<file path="src/rtl/phj_sched_pkg.sv">
// phj_sched_pkg: shared scheduler state enum, default sizes and slot helper.
package phj_sched_pkg;
  typedef enum logic [1:0] {IDLE, RUN, DRAIN, DONE} state_e;
  localparam int DEF_LANES = 8;
  localparam int DEF_SN_W = 32;
  function automatic int unsigned slot_of(input logic [31:0] sn, input int unsigned depth);
    return sn & (depth - 1);
  endfunction
endpackage

</file>
<file path="src/rtl/sn_window_slot.sv">
// sn_window_slot: per-batch lane completion bitmap with set, clear and all-set decode.
module sn_window_slot #(
  parameter int LANES = 8
) (
  input  logic             clk,
  input  logic             reset,
  input  logic             clr,
  input  logic [LANES-1:0] set,
  output logic             all_set,
  output logic             dup
);
  logic [LANES-1:0] bits;
  assign all_set = &(bits | set);
  assign dup = |(bits & set);
  always_ff @(posedge clk)
    bits <= (reset || clr) ? '0 : bits | set;
endmodule

</file>
<file path="src/rtl/probe_sn_scheduler.sv">
// probe_sn_scheduler: in-order batch retire and window tracking for the probe phase.
// PROBE_SN_ERR_CHECK_EN enables range/duplicate/full-drop checks driving err.
module probe_sn_scheduler
  import phj_sched_pkg::*;
#(
  parameter int LANES = DEF_LANES,
  parameter int MAX_IN_TRANSIT = 2,
  parameter int SN_W = DEF_SN_W
) (
  input  logic                       clk,
  input  logic                       reset,
  input  logic                       phase_start,
  input  logic                       issue_valid,
  input  logic                       last_issued,
  input  logic [LANES-1:0]           done_valid,
  input  logic [LANES-1:0][SN_W-1:0] done_sn,
  output logic [SN_W-1:0]            curr_sn,
  output logic [SN_W-1:0]            issued_cnt,
  output logic [SN_W-1:0]            in_transit,
  output logic                       window_full,
  output logic                       probe_done,
  output logic                       err
);
  localparam int D = MAX_IN_TRANSIT;
  localparam int SLW = D > 1 ? $clog2(D) : 1;
  state_e st;
  logic active, retire, issue_ok;
  logic [SLW-1:0] head;
  logic [D-1:0][LANES-1:0] set;
  logic [D-1:0] all_set, dup, clr;
  logic [LANES-1:0] legal, range_bad;
  assign in_transit = issued_cnt - curr_sn;
  assign window_full = in_transit == SN_W'(MAX_IN_TRANSIT);
  assign active = st == RUN || st == DRAIN;
  assign head = SLW'(slot_of(32'(curr_sn), D));
  assign retire = active && all_set[head];
  for (genvar i = 0; i < LANES; i++) begin : g_lane
    logic [SLW-1:0] sl;
    logic in_range;
    assign sl = SLW'(slot_of(32'(done_sn[i]), D));
    // wrap-safe: curr_sn <= sn < issued_cnt  <=>  (sn - curr_sn) < in_transit
    assign in_range = (done_sn[i] - curr_sn) < in_transit;
    assign range_bad[i] = active && done_valid[i] && !in_range;
`ifdef PROBE_SN_ERR_CHECK_EN
    assign legal[i] = active && done_valid[i] && in_range;
`else
    assign legal[i] = active && done_valid[i];
`endif
    for (genvar s = 0; s < D; s++) begin : g_set
      assign set[s][i] = legal[i] && sl == SLW'(s);
    end
  end
  for (genvar s = 0; s < D; s++) begin : g_slot
    assign clr[s] = phase_start || (retire && head == SLW'(s));
    sn_window_slot #(.LANES(LANES)) u_slot (
      .clk(clk), .reset(reset), .clr(clr[s]), .set(set[s]),
      .all_set(all_set[s]), .dup(dup[s])
    );
  end
`ifdef PROBE_SN_ERR_CHECK_EN
  assign issue_ok = st == RUN && issue_valid && !window_full;
  always_ff @(posedge clk)
    if (reset || phase_start) err <= 1'b0;
    else if (|dup || |range_bad || (st == RUN && issue_valid && window_full)) err <= 1'b1;
`else
  logic unused_chk;
  assign unused_chk = |dup | |range_bad;
  assign issue_ok = st == RUN && issue_valid;
  assign err = 1'b0;
`endif
  always_ff @(posedge clk)
    if (reset) begin
      st <= IDLE;
      curr_sn <= '0;
      issued_cnt <= '0;
      probe_done <= 1'b0;
    end else if (phase_start) begin
      st <= RUN;
      curr_sn <= '0;
      issued_cnt <= '0;
      probe_done <= 1'b0;
    end else begin
      curr_sn <= curr_sn + SN_W'(retire);
      issued_cnt <= issued_cnt + SN_W'(issue_ok);
      if (st == RUN && last_issued) st <= DRAIN;
      if (st == DRAIN && in_transit == '0) begin
        st <= DONE;
        probe_done <= 1'b1;
      end
    end
endmodule

</file>
<file path="config.mk">
export PLATFORM = sky130hd
export DESIGN_NAME = probe_sn_scheduler
export DESIGN_NICKNAME = d
export VERILOG_FILES = /design/src/rtl/phj_sched_pkg.sv /design/src/rtl/sn_window_slot.sv /design/src/rtl/probe_sn_scheduler.sv
export SDC_FILE = /design/constraint.sdc
export NUM_CORES = 1
export LEC_CHECK = 0
export ABC_AREA = 1
export CAP_MARGIN = 20
export CORE_AREA = 2 2 144 146
export CTS_CLUSTER_DIAMETER = 50
export DETAILED_ROUTE_END_ITERATION = 6
export DIE_AREA = 0 0 146 148
export GPL_TIMING_DRIVEN = 0
export PLACE_DENSITY_LB_ADDON = 0.05
export SYNTH_ARGS = -nofsm -noshare
export SYNTH_HDL_FRONTEND = slang
export SYNTH_HIERARCHICAL = 1
export SYNTH_SLANG_ARGS = --single-unit
</file>
<file path="constraint.sdc">
create_clock -name clk -period 8 [get_ports clk]
set_input_delay 1.6 -clock clk [delete_from_list [all_inputs] [get_ports clk]]
set_output_delay 1.6 -clock clk [all_outputs]
set_load 0.005 [all_outputs]
</file>
Word-level counts from Yosys, hierarchy flattened
Cells that the tools add are included.
Word-level totals
  input port bits: 269
  bits in registers: 83
  output and inout port bits: 99
  word-level logic and storage cells: 71
Operators by class
  mux-type cells: 5
  order comparisons: 1
  reduce and logical (&&, ||, !) cells: 41
  eq/ne operators: 3
  bitwise operators: 11
  add/sub/neg operators: 3
Operators with widths (count)
  32-bit by 1-bit adder with 32-bit output: 2
  32-bit by 2-bit equality test with 1-bit output, second input constant: 1
  32-bit logical NOT: 1
  32-bit subtractor: 1
  1-bit logical AND: 30
  8-bit bitwise OR: 2
  8-bit AND reduction: 2
  1-bit NOT: 9
  1-bit logical OR: 5
  2-bit two-way mux: 2
  1-bit two-way mux: 3
  3-bit nonzero test: 1
  2-bit by 1-bit equality test with 1-bit output, second input constant: 1
  2-bit equality test, second input constant: 1
  1-bit by 2-bit less-than comparator with 1-bit output, second input constant: 1
  2-bit nonzero test: 1
  2-bit OR reduction: 1

Logic depth before layout (Yosys ltp)
Gate-level depths: netlist of the first run.
  depth in word-level cells: 12
  gate-level depth with buffers: 27
  mapped depth without buffers: 25

Hierarchy
Netlist of the first run, hierarchy kept.
By module, submodules not included
  probe_sn_scheduler: times used 1, area each 6005.8 um^2, seq. area each 1341.3 um^2, cells each 1044
  sn_window_slot: times used 2, area each 340.3 um^2, seq. area each 160.2 um^2, cells each 48

Worst setup path before layout of the first run
OpenSTA, ideal clock, no wires.
  path type: input-to-reg
  start point: input port done_valid[1]
  end point: register curr_sn[28]
  path buffers: 0
  stages: 23
  setup time: 0.113 ns
  data arrival time: 3.985 ns
  required time: 7.887 ns
  slack: 3.903 ns
  cell sequence: inv_1 nor3b_1 nor2_1 nor2_1 nand2_1 nor2_1 nand2_1 a21oi_1 ha_1 ha_1 nand2_2 nor2_4 nand4_4 nor2_4 nand2_2 nor2_4 nand3_2 nor2_4 nand3_2 nor2_4 nand2_2 nor2_1 nor2_1
RTL lines
  start, declared: RTL line probe_sn_scheduler.sv:15  | input logic [LANES-1:0] done_valid,
  end signal, assigned: RTL line probe_sn_scheduler.sv:83  | curr_sn <= curr_sn + SN_W'(retire);
  end, declared: RTL line probe_sn_scheduler.sv:17  | output logic [SN_W-1:0] curr_sn,

Worst setup path after layout of the first run
  start point: register curr_sn[12]
  end point: output port window_full
Between the ends
  cells in the longest elaborated chain, start to end: 2
RTL lines
  32-bit subtractor: RTL line probe_sn_scheduler.sv:32  | assign in_transit = issued_cnt - curr_sn;
  32-bit by 2-bit equality test with 1-bit output: RTL line probe_sn_scheduler.sv:33  | assign window_full = in_transit == SN_W'(MAX_IN_TRANSIT);
  end, declared: RTL line probe_sn_scheduler.sv:20  | output logic window_full,
Every way passes these cells.

==> key figures, run 1 <==
Clock tree
  • CTS max path bufs: 2
  • # H-tree levels: 3
  • Clock sinks: 83
  • Clk root buf: clkbuf_16
  • CTS tree: built
  • CTS resizes: 0
  • Num CTS Buffers: 9
  • Setup Buffers After CTS: 0
  • Reg clk slew, reported paths: approximately 0.07 ns
  • Hold_buf cts: 0
  • Worst skew pair latency: about 0.36 ns

Timing
  • Final TNS setup: 0 ns
  • RSZ-0062 raised after global routing: no
  • Post-layout minimum cycle time: a little over 5 ns
  • Fin Clk Skew: between 0.01 and 0.015 ns
  • Worst slew pin tran: 0.715 ns
  • F_max: approximately 200 MHz
  • Setup violators final: 0
  • Final hold violation count: 0
  • Period Utilization, post-route: a little under two thirds
  • Worst slew margin: between 50% and 60%
  • Pins Over Slew Limit: 0

Floorplan
  • Die ar.: about 0.022 sq mm
  • FP Rows: 52
  • I/O Pins: between 300 and 400
  • Die H: approximately 150 microns
  • Die width: approximately 150 microns
  • Initial Utilization: roughly a third
  • Core ar.: between 0.02 and 0.025 sq mm

Setup path
  • Reg2reg start: st[0]
  • CP Class: flop to output port
  • Most frequent CP cell: nand2_1
  • Reg2reg setup slack: about 3.8 ns
  • WP data arrival: 3.47 ns
  • CP cell instances: inv_1, ha_1, nand2_1, inv_1, nand2_1, nand2_1, a21oi_1, nand2_1, nand2_1, nand2_1, nand2_1, nand2_1, nor2_1, nand2_1, nor2_1, nand2_1, nor3_1, clkdlybuf4s50_1
  • Delay of the slowest critical-path stage: 0.56 ns
  • Critical Path End Type: output port
  • Required @ worst endpoint: about 6.4 ns
  • Reg-to-Reg End: curr_sn[31]
  • Critical path buffers and inverters: 3
  • Reg2Reg Depth: 21
  • Largest fanout on the critical path: 6
  • Slowest-stage cell, CP: clkdlybuf4s50_1
  • Crit start category: flop
  • Worst path top cell family by delay: simple AND/OR/NAND/NOR gates

Cells and area
  • Share of cells above drive strength 1: between 5 and 6%
  • Post-route cell area: ~0.0084 sq mm
  • Layout area overhead: 27.5%
  • Fillers: about 2300
  • Commonest non-fill, non-tap cell in the layout: nand2_1
  • Most frequent cells in the layout: nand2_1, inv_1, clkdlybuf4s50_1
  • Diode count: 0
  • Final net count: between 1500 and 2000

Yosys
  • Synthesized area per cell: a little under 6 sq um
  • Yosys warnings: 6
  • Syn_nets: between 1000 and 1500
  • Mapped Cells: between 1000 and 1500
  • Synth Cell Area: around 0.0066 sq mm

Run status
  • Status: complete, no violations

Place
  • I/O Buffers: 118
  • HPWL after DPL: between 15000 and 20000 microns
  • Placed Instance Area: around 0.0081 sq mm
  • Gpl congestion: between 0.8 and 0.9

Drt
  • Pre-Repair DR Iteration Count: 5
  • WL/cell: 14.4 microns
  • Via Count: 6761
  • DRC viols: 0
  • Drt initial violations: ~250
  • Vias/cell: about 4.5
  • Final ANT Viol Nets: 0
  • DRT Wirelength: ~22000 microns

GRT
  • Number of global-route vias before repair: 6539
  • Largest net degree at the start of global routing: 16
  • First-pass GRT wire length: 34600 microns
  • Gr usage total: between 20% and 30%
  • GRT overflow: 0
  • Initial antenna violation count: 0

Pwr
  • Worst vdd ir: roughly 0.000095 V
  • Pwr/cell area: approximately 100 mW/mm^2
  • Lkg Pwr: ~3.9 nW

Hold path
  • Hold Path Class: flop to flop
  • Hold_sp: g_slot[1].u_slot/bits[3]
  • Worst hold path endpoint: g_slot[1].u_slot/bits[3]
  • Worst hold path depth: 2

Flow run
  • Max cap viols: 0
worst min-delay path: stages (launching register included):
cell	delay (ns)
dfxtp_1	0.31
nor2_1	0.05
nor2_2	0.08
cell type report:
type,count,area (sq um),share of cell area (%)
plain buffers,12,65.1,0.776
clock buffers,10,239,2.85
clock inverters,6,47.5,0.567
inverters,235,882,10.5
multi-input cells,780,3970,47.3
flip-flops and latches,83,1660,19.8
well taps,270,338,4.03
repair buffers,118,1180,14.1
metal layers:
metal | wire length (microns) | GRT usage [%] | vias up
met2 | 10700 | 37.3 | 126
li1 | - | - | 3692
met4 | 624 | 7.62 | 0
met3 | 1300 | 5.90 | 27
met5 | 0 | 0 | -
met1 | 9190 | 23.1 | 2916
worst max path at each step:
stage                       start           to  slack [ns]  cells past startpoint
floorplan           done_valid[1]  curr_sn[28]        3.97                     23
global placement    done_valid[5]  curr_sn[31]        2.84                     19
detailed placement  done_valid[5]  curr_sn[31]        2.82                     19
CTS                    curr_sn[7]  window_full        2.90                     17
global route          curr_sn[12]  window_full        2.56                     18
finish                curr_sn[12]  window_full        2.93                     18
sequential cells by signal, summed over array words and instances (netlist names):
signal / cells
curr_sn: 32
g_slot.u_slot/bits: 16
st: 2
probe_done: 1
issued_cnt: 32
where the power goes:
part	switching [mW]	total (mW)	internal [mW]
clock	0.188	0.410	0.222
sequential	0.00112	0.417	0.416
combinational	0.0283	0.0499	0.0217
metrics by stage:
step | utilization (%) | setup slack (ns) | power (mW) | std cells | hold slack [ns]
finish | 41.8 | 2.93 | 0.877 | 1514 | 0.469
global route | 41.8 | 2.56 | 0.912 | 1514 | 0.489
CTS | 41.8 | 2.90 | 0.894 | 1514 | 0.473
detailed placement | 40.4 | 2.82 | 0.477 | 1498 | 0.458
global placement | 40.4 | 2.84 | 0.477 | 1498 | 0.452
floorplan | - | 3.97 | 0.454 | 1110 | 0.444
(Power assumes the default switching activity.)
==> run 2: changes to the inputs <==
- clock period: 8 -> 4.2 ns (I/O delays scaled with it)
==> run 2 against run 1 <==
Against the previous run: utilization up 0.72 points; register-to-register slack worse by 3.5 ns; clock skew up 0.0012 ns; highest routed layer unchanged.
==> key figures, run 2 (same netlist as run 1, synthesis figures left out) <==
Run status
  • Status: complete, no violations

Pwr
  • Pwr Total: about 1.7 mW
  • Clock share of power: 46.6%
  • Comb pwr share: just under 6%
  • Pwr/cell area: slightly below 200 mW/mm^2
  • Lkg Pwr: approximately 3.9 nW
  • Flop pwr share: between 40% and 50%
  • Sw Share: approximately 25%
  • Psw: slightly above 0.4 mW
  • Pint: about 1.3 mW
  • Worst vdd ir: approximately 0.00019 V

Timing
  • Final hold violation count: 0
  • Period Utilization, post-route: between 90% and 100%
  • Pins Over Slew Limit: 0
  • Setup violators final: 0
  • Worst slew margin: roughly 54%
  • Post-layout minimum cycle time: between 3 and 4 ns
  • WHS: about 0.47 ns
  • Fin Clk Skew: ~0.014 ns
  • Final WS setup: 0.277 ns
  • RSZ-0062 raised after global routing: no
  • Worst slew pin tran: 0.697 ns
  • F_max: 255 MHz

Clock tree
  • CTS tree: built
  • Clk root buf: clkbuf_16
  • CTS max path bufs: 2
  • # H-tree levels: 3
  • Hold_buf cts: 0
  • Reg clk slew, reported paths: roughly 0.070 ns
  • Clock sinks: 83
  • Worst skew pair latency: between 0.3 and 0.4 ns
  • Num CTS Buffers: 9

Setup path
  • Most frequent CP cell: nand3_1
  • Largest fanout on the critical path: 3
  • CP cell instances: inv_1, ha_1, fa_1, inv_1, nand3_1, nand3_1, nand3_1, nand3_1, nand2_1, nand3_1, nand2_1, nor2_1, nand2_1, nor2_4, nand2_1, nor3_1, dlygate4sd2_1
  • WP data arrival: 3.08 ns
  • Critical Path End Type: output port
  • Slowest-stage cell, CP: fa_1
  • Required @ worst endpoint: between 3 and 4 ns
  • Crit start category: flop
  • CP Class: flop to output port
  • Delay of the slowest critical-path stage: 0.39 ns

Cells and area
  • Commonest non-fill, non-tap cell in the layout: nand2_1
  • Top Registers: curr_sn x32, issued_cnt x32, g_slot.u_slot/bits x16
  • Most frequent cells in the layout: nand2_1, inv_1, clkdlybuf4s50_1
  • Final core utilization: a little over two fifths
  • Final net count: 1549
  • Layout area overhead: 29.7%
  • Diode count: 0
  • Post-route cell area: approximately 0.0085 sq mm
  • Share of cells above drive strength 1: 8.43%

Floorplan
  • Initial Utilization: 32.8%
  • Die H: between 100 and 150 microns
  • Die width: 146 microns
  • FP Rows: 52
  • Core ar.: roughly 0.02 sq mm
  • Die ar.: around 0.022 sq mm
  • I/O Pins: between 300 and 400

Drt
  • Vias/cell: between 4 and 5
  • Pre-Repair DR Iteration Count: 4
  • DRC viols: 0
  • Via Count: 6795
  • Final ANT Viol Nets: 0
  • WL/cell: around 15 microns
  • Drt initial violations: between 200 and 300
  • DRT Wirelength: about 22000 microns

GRT
  • Initial antenna violation count: 0
  • Met1 Usage GRT: 23.3%
  • Met3 Use GR: around 6%
  • Largest net degree at the start of global routing: 16
  • GRT overflow: 0
  • Most Crowded Layer GR: met2
  • Number of global-route vias before repair: approximately 6500
  • Met2 Use GR: a little under two fifths
  • First-pass GRT wire length: 34700 microns
  • Gr usage total: 20.7%

Hold path
  • Hold Path Class: flop to flop

Flow run
  • Max cap viols: 0

Place
  • I/O Buffers: 118
  • HPWL after DPL: 18700 microns
  • DP Worst Slack: -0.216 ns
  • Gpl congestion: 0.884
  • Placed Instance Area: between 0.008 and 0.009 sq mm
## run 2: changes by cell type in the layout (fill, tap and decap cells not counted), sizes merged
| cell | before | now |
|---|---|---|
| buf | 4 | 6 |
| clkbuf | 18 | 17 |
| clkdlybuf4s50 | 118 | 117 |
| clkinvlp | 1 | 2 |
| dlygate4sd2 | 0 | 1 |
| inv | 237 | 236 |
## run 2: per-layer routing
layer / routed length [microns] / part of all wire, %
met1: 9340 / 42
met2: 10800 / 49
met3: 1240 / 5.6
met4: 602 / 2.7
met5: 0 / 0
## run 2: power by group through the flow
stage | Clock, mW | Combinational, mW | Sequential (mW)
after floorplan | 0 | 0.0537 | 0.811
after global placement | 0 | 0.0960 | 0.812
after detailed placement | 0 | 0.0961 | 0.812
after CTS | 0.813 | 0.0967 | 0.794
after global routing | 0.837 | 0.110 | 0.794
final | 0.779 | 0.0981 | 0.794
## run 2: critical path: cells and delay by family (launching register included)
| family | cells | cell delay, ns |
|---|---|---|
| AND/OR/NAND/NOR | 12 | 1.30 |
| flip-flops | 1 | 0.35 |
| adder cells (fa/ha/maj) | 2 | 0.58 |
| buffers and inverters | 3 | 0.49 |
## run 2: metrics by stage
step	setup TNS, ns	std cells
floorplan	0	1110
global placement	-0.726	1498
detailed placement	-0.666	1498
CTS	0	1514
global route	0	1515
finish	0	1515
## run 2: path summary, 6_finish.rpt
check             slack (ns)                      from  depth (start not counted)                       end
hold reg to reg         0.47  g_slot[1].u_slot/bits[2]                          2  g_slot[1].u_slot/bits[2]
setup / recovery        0.28             issued_cnt[0]                         17               window_full
hold / removal          0.47  g_slot[1].u_slot/bits[2]                          2  g_slot[1].u_slot/bits[2]
setup reg to reg        0.37                     st[0]                         26               curr_sn[28]
## run 2: repair_timing
| action | CTS | global route |
|---|---|---|
| gates resized for setup | 15 | 25 |
| pin swaps | 1 | 1 |
| endpoints found under the setup margin | 3 | 14 |
| buffers inserted | 0 | 2 |
## run 2: area by class of cell
type	count	area (sq um)
inverter	235	886
clock inverter	6	47.5
clock buffer	10	239
tap	270	338
multi-input combinational	780	4080
timing repair buffer	120	1190
buffer	11	65.1
fill	2260	11500
sequential	83	1670
==> run 3: changes to the inputs <==
- GPL_TIMING_DRIVEN: 0 -> default
- TNS_END_PERCENT: default -> 10
==> run 3 against run 2 <==
Against the previous run: utilization rose by 0.36 points; first-iteration DRC count decreased by 13%; count of clock-buffer cells in the layout fell by 1; maximum frequency shrank 1.2%; sequential share of layout area is 0.21 points lower; clock skew about the same; critical path depth is the same; die area unchanged; combinational power is 7.5% lower; worst hold slack is essentially flat; power up 7.1%; critical endpoint unchanged; largest cell class unchanged.
==> key figures, run 3 (same netlist as run 1, synthesis figures left out) <==
Run status
  • Status: complete, no violations

Drt
  • Drt initial violations: 247
  • WL/cell: approximately 14 microns
  • Via Count: slightly below 7000
  • DRT Wirelength: ~22000 microns
  • Vias/cell: between 4 and 5
  • Final ANT Viol Nets: 0
  • DRC viols: 0
  • Pre-Repair DR Iteration Count: 4

Place
  • Gpl congestion: roughly 0.86
  • HPWL after DPL: about 18000 microns
  • I/O Buffers: roughly 120

Clock tree
  • Hold_buf cts: 0
  • Worst skew pair latency: between 0.3 and 0.4 ns
  • Clk root buf: clkbuf_16
  • CTS tree: built
  • Clock sinks: between 80 and 90
  • Reg clk slew, reported paths: around 0.06 ns
  • CTS max path bufs: 2
  • # H-tree levels: 3
  • Setup Buffers After CTS: 0
  • Num CTS Buffers: 9

Setup path
  • WP data arrival: ~3.1 ns
  • Crit start category: flop
  • Largest fanout on the critical path: 3
  • Required @ worst endpoint: around 3.4 ns
  • Critical Path End Type: output port
  • CP Class: flop to output port

Cells and area
  • Final core utilization: 42.9%
  • Share of cells above drive strength 1: under 10%
  • Fillers: between 2000 and 2500
  • Most frequent cells in the layout: nand2_1, inv_1, clkdlybuf4s50_1
  • Top Registers: curr_sn x32, issued_cnt x32, g_slot.u_slot/bits x16
  • Final net count: 1557
  • Diode count: 0
  • Commonest non-fill, non-tap cell in the layout: nand2_1
  • Layout area overhead: 30.8%

GRT
  • Largest net degree at the start of global routing: 38
  • GRT overflow: 0
  • Initial antenna violation count: 0
  • Gr usage total: 20.4%
  • First-pass GRT wire length: approximately 35000 microns
  • Number of global-route vias before repair: around 6700

Pwr
  • Lkg Pwr: 3.97 nW
  • Pwr/cell area: between 200 and 250 mW/mm^2
  • Pwr Total: ~1.8 mW
  • Worst vdd ir: 0.000173 V

Timing
  • Worst slew pin tran: between 0.5 and 0.6 ns
  • Post-layout minimum cycle time: 3.97 ns
  • RSZ-0062 raised after global routing: yes
  • Period Utilization, post-route: 94.5%
  • WHS: around 0.47 ns
  • F_max: roughly 250 MHz
  • Fin Clk Skew: ~0.014 ns
  • Final hold violation count: 0
  • Setup violators final: 0
  • Pins Over Slew Limit: 0
  • Worst slew margin: roughly two thirds

Flow run
  • Max cap viols: 0

Floorplan
  • I/O Pins: between 300 and 400
  • Die width: approximately 150 microns
  • Die H: roughly 150 microns
  • Die ar.: between 0.02 and 0.025 sq mm
  • FP Rows: 52
  • Core ar.: about 0.020 sq mm
  • Initial Utilization: between 30% and 40%

Hold path
  • Hold Path Class: flop to flop
==> run 3: changes by cell type in the layout (fill, tap and decap cells not counted), sizes merged <==
cell | before | now
inv | 236 | 238
bufinv | 0 | 2
clkinvlp | 2 | 0
clkbuf | 17 | 9
buf | 6 | 21
clkinv | 3 | 2
==> run 3: area by class of cell <==
cell class,instances,area [sq um],share of cell area [%]
multi-input cells,780,4030,46.9
repair buffers,139,1360,15.8
clock inverters,7,98.8,1.15
well taps,270,338,3.93
clock buffers,9,225,2.62
inverters,235,882,10.3
flip-flops and latches,83,1670,19.4
==> run 3: worst paths after layout <==
kind / start / cells past startpoint / to / slack [ns]
worst min register to register: g_slot[1].u_slot/bits[2] / 2 / g_slot[1].u_slot/bits[2] / 0.47
worst min-delay path: g_slot[1].u_slot/bits[2] / 2 / g_slot[1].u_slot/bits[2] / 0.47
worst max-delay path: issued_cnt[0] / 17 / window_full / 0.23
worst max register to register: st[0] / 22 / curr_sn[29] / 0.43
==> run 3: stage by stage <==
| step | cell area, sq um | TNS [ns] | instances | worst slack (ns) |
|---|---|---|---|---|
| finish | 8600 | 0 | 1523 | 0.230 |
| global route | 8600 | -0.0228 | 1523 | -0.0228 |
| CTS | 8530 | 0 | 1522 | 0.202 |
| detailed placement | 8180 | -0.0301 | 1506 | -0.0156 |
| global placement | 8180 | -0.0713 | 1506 | -0.0356 |
| floorplan | 6570 | 0 | 1110 | 0.769 |
==> run 3: power breakdown <==
group | leakage, nW | internal, mW | switching, mW
combinational | 3.14 | 0.0417 | 0.0490
sequential | 0.671 | 0.791 | 0.00213
clock | 0.162 | 0.529 | 0.377
==> run 3: timing repair <==
action | CTS | global route
hold endpoints to repair | 0 | 0
endpoints found under the setup margin | 1 | 9
cloned | 0 | 0
gates resized for setup | 9 | 11
==> run 3: layer usage <==
metal	part of all wire, %	global-route usage, %	up-vias	wire (microns)
li1	-	-	3697	-
met2	49	37.3	107	10500
met4	2.1	5.68	0	442
met5	0	0	-	0
met1	43	23.1	2931	9170
met3	6.4	6.08	22	1370
==> run 3: critical path, cell delays in order, from the launching register on <==
cell and delay (ns):
dfxtp_1 0.35, inv_1 0.07, ha_1 0.19, fa_1 0.39, inv_1 0.12, nand3_1 0.08, nand3_1 0.13, nand3_1 0.12
nand3_1 0.15, nand2_1 0.10, nand3_1 0.09, nand2_1 0.10, nor2_1 0.12, nand2_1 0.07, nor2_2 0.19, nand2_1 0.08
nor3_1 0.14, dlygate4sd2_1 0.30
